--- src/rtl/hc_down_counter_pkg.sv ---
// hc_down_counter_pkg
// Shared definitions for the presettable down-counter:
//   - NIB_W        : width of one counter stage (4 bits)
//   - mode_e       : underflow mode encodings carried on MODE
//   - state_e      : RUN/HALT state of the one-shot control FSM
package hc_down_counter_pkg;

    localparam int unsigned NIB_W = 4;

    typedef enum logic [1:0] {
        MODE_WRAP    = 2'b00,
        MODE_RELOAD  = 2'b01,
        MODE_ONESHOT = 2'b10,
        MODE_RSVD    = 2'b11   // behaves as WRAP
    } mode_e;

    typedef enum logic {
        ST_RUN  = 1'b0,
        ST_HALT = 1'b1
    } state_e;

endpackage

--- src/rtl/hc_nibble_dn.sv ---
// hc_nibble_dn
// One 4-bit down-counting stage with its own register.
// Ports:
//   clk   in   clock, rising edge
//   rst   in   synchronous active-high reset (clears the stage)
//   load  in   load d into the stage (wins over dec)
//   d     in   load value
//   dec   in   decrement this edge (borrow-in from lower stages)
//   q     out  stage value
//   zero  out  stage == 0, i.e. borrow-out toward the next stage
module hc_nibble_dn
    import hc_down_counter_pkg::*;
(
    input  logic             clk,
    input  logic             rst,
    input  logic             load,
    input  logic [NIB_W-1:0] d,
    input  logic             dec,
    output logic [NIB_W-1:0] q,
    output logic             zero
);

    logic [NIB_W-1:0] q_q;

    always_ff @(posedge clk) begin
        if (rst) begin
            q_q <= '0;
        end else if (load) begin
            q_q <= d;
        end else if (dec) begin
            q_q <= q_q - NIB_W'(1);
        end
    end

    assign q    = q_q;
    assign zero = (q_q == '0);

endmodule

--- src/rtl/hc_down_counter.sv ---
// hc_down_counter
// Presettable down-counter built from NIBBLES chained 4-bit stages.
// Ports:
//   CP      in   clock, rising edge
//   MR      in   synchronous active-high master reset
//   PEN     in   active-low parallel load of Dn (also sets reload register)
//   Dn      in   parallel load data, W = 4*NIBBLES bits
//   CEP/CET in   count enables; CET also gates TC
//   MODE    in   underflow mode: WRAP, RELOAD, ONESHOT (11 = WRAP)
//   Qn      out  current count
//   TC      out  combinational terminal count, CET & (Qn == 0)
//   BO      out  registered one-cycle borrow pulse after an underflow
//   HALTED  out  high while stopped after a ONESHOT underflow
module hc_down_counter
    import hc_down_counter_pkg::*;
#(
    parameter int unsigned NIBBLES = 2
) (
    input  logic                     CP,
    input  logic                     MR,
    input  logic                     PEN,
    input  logic [NIBBLES*NIB_W-1:0] Dn,
    input  logic                     CEP,
    input  logic                     CET,
    input  logic [1:0]               MODE,
    output logic [NIBBLES*NIB_W-1:0] Qn,
    output logic                     TC,
    output logic                     BO,
    output logic                     HALTED
);

    localparam int unsigned W = NIBBLES * NIB_W;

    state_e         state_q, state_d;
    logic [W-1:0]   reload_q;
    logic           bo_q, bo_d;

    logic           load;
    logic           count_en;
    logic           underflow;
    logic           reload_uf;
    logic           oneshot_uf;
    logic           stage_load;
    logic [W-1:0]   stage_val;

    logic [NIBBLES-1:0] zero;
    // chain[k]: count enabled and every stage below k is zero
    logic [NIBBLES:0]   chain;

    assign load      = ~PEN;
    assign count_en  = CEP & CET & (state_q == ST_RUN);
    assign chain[0]  = count_en;
    assign underflow = chain[NIBBLES];

    always_comb begin
        reload_uf  = 1'b0;
        oneshot_uf = 1'b0;
        unique case (mode_e'(MODE))
            MODE_RELOAD:  reload_uf  = underflow;
            MODE_ONESHOT: oneshot_uf = underflow;
            // WRAP needs nothing: decrementing 0 in every stage yields all ones
            default: ;
        endcase
    end

    // RELOAD underflow reuses the stage load path with the reload value
    assign stage_load = load | reload_uf;
    assign stage_val  = load ? Dn : reload_q;

    for (genvar k = 0; k < NIBBLES; k++) begin : g_stage
        assign chain[k+1] = chain[k] & zero[k];

        hc_nibble_dn u_stage (
            .clk  (CP),
            .rst  (MR),
            .load (stage_load),
            .d    (stage_val[k*NIB_W +: NIB_W]),
            // ONESHOT underflow holds the count at 0
            .dec  (chain[k] & ~oneshot_uf),
            .q    (Qn[k*NIB_W +: NIB_W]),
            .zero (zero[k])
        );
    end

    always_comb begin
        state_d = state_q;
        bo_d    = 1'b0;
        if (load) begin
            state_d = ST_RUN;
        end else begin
            bo_d = underflow;
            if (oneshot_uf) begin
                state_d = ST_HALT;
            end
        end
    end

    always_ff @(posedge CP) begin
        if (MR) begin
            state_q  <= ST_RUN;
            reload_q <= '0;
            bo_q     <= 1'b0;
        end else begin
            state_q <= state_d;
            bo_q    <= bo_d;
            if (load) begin
                reload_q <= Dn;
            end
        end
    end

    assign TC     = CET & (&zero);
    assign BO     = bo_q;
    assign HALTED = (state_q == ST_HALT);

endmodule

--- config.mk ---
export PLATFORM = sky130hd
export DESIGN_NAME = hc_down_counter
export DESIGN_NICKNAME = d
export VERILOG_FILES = /design/src/rtl/hc_down_counter_pkg.sv /design/src/rtl/hc_nibble_dn.sv /design/src/rtl/hc_down_counter.sv
export SDC_FILE = /design/constraint.sdc
export NUM_CORES = 1
export LEC_CHECK = 0
export ABC_AREA = 1
export BUFFER_PORTS_ARGS = -buffer_cell sky130_fd_sc_hd__buf_2
export CORE_MARGIN = 2
export CORE_UTILIZATION = 54
export CTS_CLUSTER_SIZE = 10
export DETAILED_ROUTE_END_ITERATION = 10
export PLACE_DENSITY = 0.79
export SLEW_MARGIN = 40
export SYNTH_ARGS = -nofsm -noshare
export SYNTH_HDL_FRONTEND = slang
export SYNTH_HIERARCHICAL = 1
export SYNTH_SLANG_ARGS = --single-unit
--- constraint.sdc ---
create_clock -name CP -period 4.42 [get_ports CP]
set_input_delay 0.442 -clock CP [delete_from_list [all_inputs] [get_ports CP]]
set_output_delay 0.442 -clock CP [all_outputs]
set_load 0.1 [all_outputs]
After elaboration in Yosys (flattened, before gate mapping) --
Cells that the tools add are included.
Storage, ports and cells: register bits after elaboration 18, bits of input ports 15, output and inout port bits 11, logic and storage cells 33
Cells by class: add/sub/neg operators 2, equality and inequality tests 2, muxes and demuxes 7, bitwise logic cells 11, reduce and logical (&&, ||, !) cells 6
Operators by type and width (number):
- 4-bit two-way mux | 4
- 4-bit zero test | 2
- 8-bit two-way mux | 1
- 4-bit by 1-bit subtractor with 4-bit output (second input constant) | 2
- 1-bit bitwise AND | 7
- 2-bit nonzero test | 2
- 1-bit inverter | 3
- 2-bit by 1-bit equality test with 1-bit output (second input constant) | 1
- 2-bit equality test (second input constant) | 1
- 1-bit two-way mux | 2
- 2-bit AND reduction | 1
- 2-bit OR reduction | 1
- 1-bit bitwise OR | 1

Logic depth before layout (Yosys ltp) --
depth in word-level cells 9, depth in mapped cells 12, mapped depth without buffers 12

Hierarchy --
Netlist, hierarchy kept.
Modules (own cells, without submodules):
- hc_nibble_dn | times used 2, cells an instance 40, area an instance 252.7 um^2, seq. area each 80.1 um^2
- hc_down_counter | times used 1, cells an instance 64, area an instance 446.7 um^2, seq. area each 200.2 um^2

Least setup slack after synthesis --
Ideal clock, no wire load.
path type reg2reg, from register g_stage[0].u_stage.q_q[0], to register g_stage[0].u_stage.q_q[0], setup time 0.113 ns, arrival 3.768 ns, data required time 4.307 ns, setup slack 0.539 ns, stages on the path, launching flop included 13, buffers on the path 0, clock period less this slack 3.881 ns, path through dfxtp_1 inv_1 ha_1 nor3b_1 nand2_1 nor2_2 nand2_1 o21ai_0 inv_2 nand2_2 o21ai_1 o21ai_1 inv_1
Between the ends: elaborated cells between the ends (all ways) 12, classes of those cells add/sub (1); mux (4); bitwise (5); reduce/logical (2)
RTL lines:
- start: declaration | line hc_nibble_dn.sv:23 | logic [NIB_W-1:0] q_q;
- start signal: assignment | line hc_nibble_dn.sv:31 | q_q <= q_q - NIB_W'(1);
- 4-bit zero test (*) | line hc_nibble_dn.sv:36 | assign zero = (q_q == '0);
- via zero[0] | line hc_down_counter.sv:46 | logic [NIBBLES-1:0] zero;
- 1-bit bitwise AND (*) (2 in series) | line hc_down_counter.sv:71 | assign chain[k+1] = chain[k] & zero[k];
- 1-bit two-way mux (*) | line hc_down_counter.sv:58 | unique case (mode_e'(MODE))
- 1-bit bitwise OR (*) | line hc_down_counter.sv:67 | assign stage_load = load | reload_uf;
- via stage_load | line hc_down_counter.sv:43 | logic stage_load;
- 4-bit two-way mux or 2-bit nonzero test (tied branches)
The timed path passes the listed nets; every way through them passes the cells marked *. The select of a mux whose other input is x is not followed. A chain may end at the register's enable or synchronous reset.

Final worst setup path --
from register g_stage[0].u_stage.q_q[1], to output TC
Between the ends: word-level cells in the longest chain between the ends 3
RTL lines:
- 4-bit zero test | line hc_nibble_dn.sv:36
- via zero[0] | line hc_down_counter.sv:46
- 2-bit AND reduction | line hc_down_counter.sv:112 | assign TC = CET & (&zero);
- 1-bit bitwise AND | line hc_down_counter.sv:112
- end: declaration | line hc_down_counter.sv:27 | output logic TC,
The timed path passes the listed nets, and every way through them passes these cells.

==> reports/qor.txt <==
Final HPWL from detailed placement -> 1510 µm
Die Span X -> 46.0 µm
Maximum vdd drop -> 0.237 mV
Crit path time final -> 2.38 ns
Post_cts resized -> 0
Period utilization -> 53.8%
EDFF count, synth -> 0
Category of the most critical setup path -> reg2out
Placeable Area -> 0.00169 mm²
Worst min path class -> in2reg
Critical path cell sequence -> inv_1 -> ha_1 -> nor3b_1 -> nand2_1 -> nor2_2 -> buf_2
Count of cell types in the netlist -> 22
Pin count of the biggest net entering global routing -> 16
Overall via count from detail_route -> 939
Syn. warnings -> 6
H-Tree Depth -> 1
Destination of the worst register-to-register timing path -> g_stage[1].u_stage/q[1]
RSZ-0062 raised after global routing -> no
DIE HEIGHT -> 46.0 µm
Post-route clock skew -> 0.00311 ns
Yosys reg bits -> 18
TritonCTS clock tree -> yes
Most frequent cell after synthesis -> sky130_fd_sc_hd__nand2_1
Setup bufs post-CTS -> 0
Area share of the largest cell type after synthesis -> 37.8%
Part of the Yosys area used for sequential elements -> 37.8%
Max-slew violation count -> 0
Fill cell count -> 167
Via count of the first global-routing pass -> 830
Placer's final routability congestion estimate -> 0.757
Capture point of the critical path -> TC
Total clock buffers created by CTS -> 3
Number of placement rows -> 15
Area of the mapped netlist -> 952 µm²
Total number of clock tree sinks -> 18
Critical Path Sink Type -> primary output
Most area-hungry cell type in the Yosys netlist -> sky130_fd_sc_hd__dfxtp_1
Buffer depth of the longest clock path -> 2
Fraction of layout cells with a size suffix above 1 -> 23.8%
Sum of overflow across all layers after global routing -> 0
Hold Vio Cnt, Final -> 0
Post-Syn Nets -> 161
Instance area at placement -> 0.00109 mm²
Data arrival at the endpoint of the critical path -> 1.94 ns
Port Buffers -> 25
Start point of the critical path -> g_stage[0].u_stage/q[1]
Syn avg cell area -> 6.61 µm²
Count of unresolved DRC violations after routing -> 0
Final instance area -> 0.00113 mm²
Antenna violations before repair -> 0
DR vias/cell -> 4.97
Slowest stage cell on the critical path -> sky130_fd_sc_hd__buf_2
Hold buffer count at cts -> 0
Synth Flop Type -> sky130_fd_sc_hd__dfxtp_1
Global-route wire length before repair -> 3130 µm
Worst path max stage delay -> 0.44 ns
First-iteration detailed-routing DRC count -> 14
Per-cell routed wire length -> 10.3 µm
Maximum capacitance violations -> 0
Maximum clock frequency -> 420 MHz
R2R Path Start -> g_stage[0].u_stage/q[1]
Total negative slack -> 0 ns
Total Die Area -> 0.00212 mm²
Clock latency reported for the late side of the worst-skew pair -> 0.29 ns
Max FO, Critical Path -> 3
Area grow syn2layout -> 18.3%
Total Nets Final -> 190
Outcome -> finished clean
Startpoint kind of the worst setup timing path -> flip-flop
Slew at the pin closest to its max-slew limit -> 0.499 ns
Static leakage power -> 0.619 nW
FF-to-FF path depth -> 13
Final count of negative-setup-slack endpoints -> 0
Dominant cells by area after synthesis -> sky130_fd_sc_hd__dfxtp_1, sky130_fd_sc_hd__nand2_1, sky130_fd_sc_hd__inv_1
All-Layer GR Usage -> 20.6%
Synth Instances -> 144
Most used standard cells in the synthesized netlist -> sky130_fd_sc_hd__nand2_1, sky130_fd_sc_hd__inv_1, sky130_fd_sc_hd__dfxtp_1
Total wire length after detailed routing -> 1950 µm
Async SR Flop Fraction -> 0%
Number of detailed-routing iterations run before antenna repair -> 4
Setup slack of the worst register-to-register path -> 2.22 ns
Diode count -> 0
Library cell used as clock root buffer -> sky130_fd_sc_hd__clkbuf_4
Data required time at the worst endpoint -> 3.98 ns
Io pins -> 26
Cell Pwr Density -> 357 mW/mm²
Slew Limit Headroom -> 66.6%
Clock transition at the registers of the reported paths -> 0.10 ns
Number of routed nets with antenna violations -> 0
Initial standard-cell utilization of the core -> 56.4%
## metrics by stage
step / setup slack, ns / hold slack [ns] / power, mW / std cells / util, %
2_1_floorplan: 0.539 / 0.444 / 0.281 / 144 / -
3_3_place_gp: 2.38 / 0.451 / 0.302 / 185 / 64.5
3_5_place_dp: 2.28 / 0.464 / 0.305 / 185 / 64.5
4_1_cts: 2.04 / 0.402 / 0.405 / 189 / 66.7
5_1_grt: 1.86 / 0.412 / 0.423 / 189 / 66.7
6_report: 2.04 / 0.411 / 0.402 / 189 / 66.7
## worst min path at each step
stage	from	end	slack (ns)	cells after the start
6_report	Dn[4]	reload_q[4]	0.41	3
5_1_grt	Dn[6]	reload_q[6]	0.41	3
4_1_cts	Dn[6]	reload_q[6]	0.40	3
3_5_place_dp	reload_q[6]	reload_q[6]	0.46	2
3_3_place_gp	reload_q[6]	reload_q[6]	0.45	2
2_1_floorplan	reload_q[6]	reload_q[6]	0.44	2
## power breakdown
part           internal [mW]  switching [mW]
Clock                 0.0502          0.0498
Sequential             0.172         0.00696
Combinational         0.0305          0.0922
## critical path: cells and delay by family, from the launching register on
kind | cells | cell delay [ns]
DFF | 1 | 0.34
and+or+nand+nor | 3 | 0.59
buffers and inverters | 2 | 0.53
adders and majority gates | 1 | 0.18
## layout by cell type (no fill, tap or decap)
master / netlist / routed
sky130_fd_sc_hd__nor3_1: 4 / 4
sky130_fd_sc_hd__nor2_2: 4 / 4
sky130_fd_sc_hd__a21boi_0: 2 / 2
sky130_fd_sc_hd__or2_4: 1 / 1
sky130_fd_sc_hd__clkbuf_4: 0 / 3
sky130_fd_sc_hd__nor2_1: 10 / 10
sky130_fd_sc_hd__nand2_2: 2 / 2
sky130_fd_sc_hd__buf_4: 0 / 1
sky130_fd_sc_hd__a31oi_1: 1 / 1
sky130_fd_sc_hd__inv_4: 1 / 1
sky130_fd_sc_hd__xor2_1: 2 / 2
sky130_fd_sc_hd__clkbuf_8: 0 / 1
sky130_fd_sc_hd__nand3_1: 6 / 6
sky130_fd_sc_hd__nand2_1: 42 / 42
sky130_fd_sc_hd__buf_2: 1 / 25
sky130_fd_sc_hd__nor3b_1: 2 / 2
sky130_fd_sc_hd__o21ai_0: 1 / 1
sky130_fd_sc_hd__dfxtp_1: 18 / 18
sky130_fd_sc_hd__a21oi_2: 1 / 1
sky130_fd_sc_hd__ha_1: 2 / 2
sky130_fd_sc_hd__inv_1: 22 / 22
sky130_fd_sc_hd__a21oi_1: 11 / 11
sky130_fd_sc_hd__o21ai_1: 8 / 8
sky130_fd_sc_hd__inv_2: 2 / 2
## flip-flops by register name, indices dropped and copies added (netlist names)
| signal | count |
|---|---|
| HALTED | 1 |
| BO | 1 |
| g_stage.u_stage/q | 8 |
| reload_q | 8 |
## logic make-up after synthesis
kind of cell / synth area share (%)
simple gates: 32.2
buf+inv: 11.8
compound gates: 13.7
flops: 37.8
xor+xnor: 1.84
fa+ha+maj: 2.63
## routing by layer
layer	vias up	routed length (µm)	GRT usage (%)
met3	4	101	2.78
li1	506	-	-
met2	27	886	34.2
met4	0	19	12.0
met1	402	946	25.1
met5	-	0	0
## cell type report
| type | count | area (µm²) | area share (%) |
|---|---|---|---|
| Multi-Input combinational cell | 99 | 479 | 42.6 |
| Clock buffer | 4 | 36.3 | 3.22 |
| Tap cell | 17 | 21.3 | 1.89 |
| Inverter | 25 | 96.3 | 8.56 |
| Timing Repair Buffer | 26 | 133 | 11.8 |
| Sequential cell | 18 | 360 | 32.0 |
No activity file was read; power rests on OpenSTA's default activity.
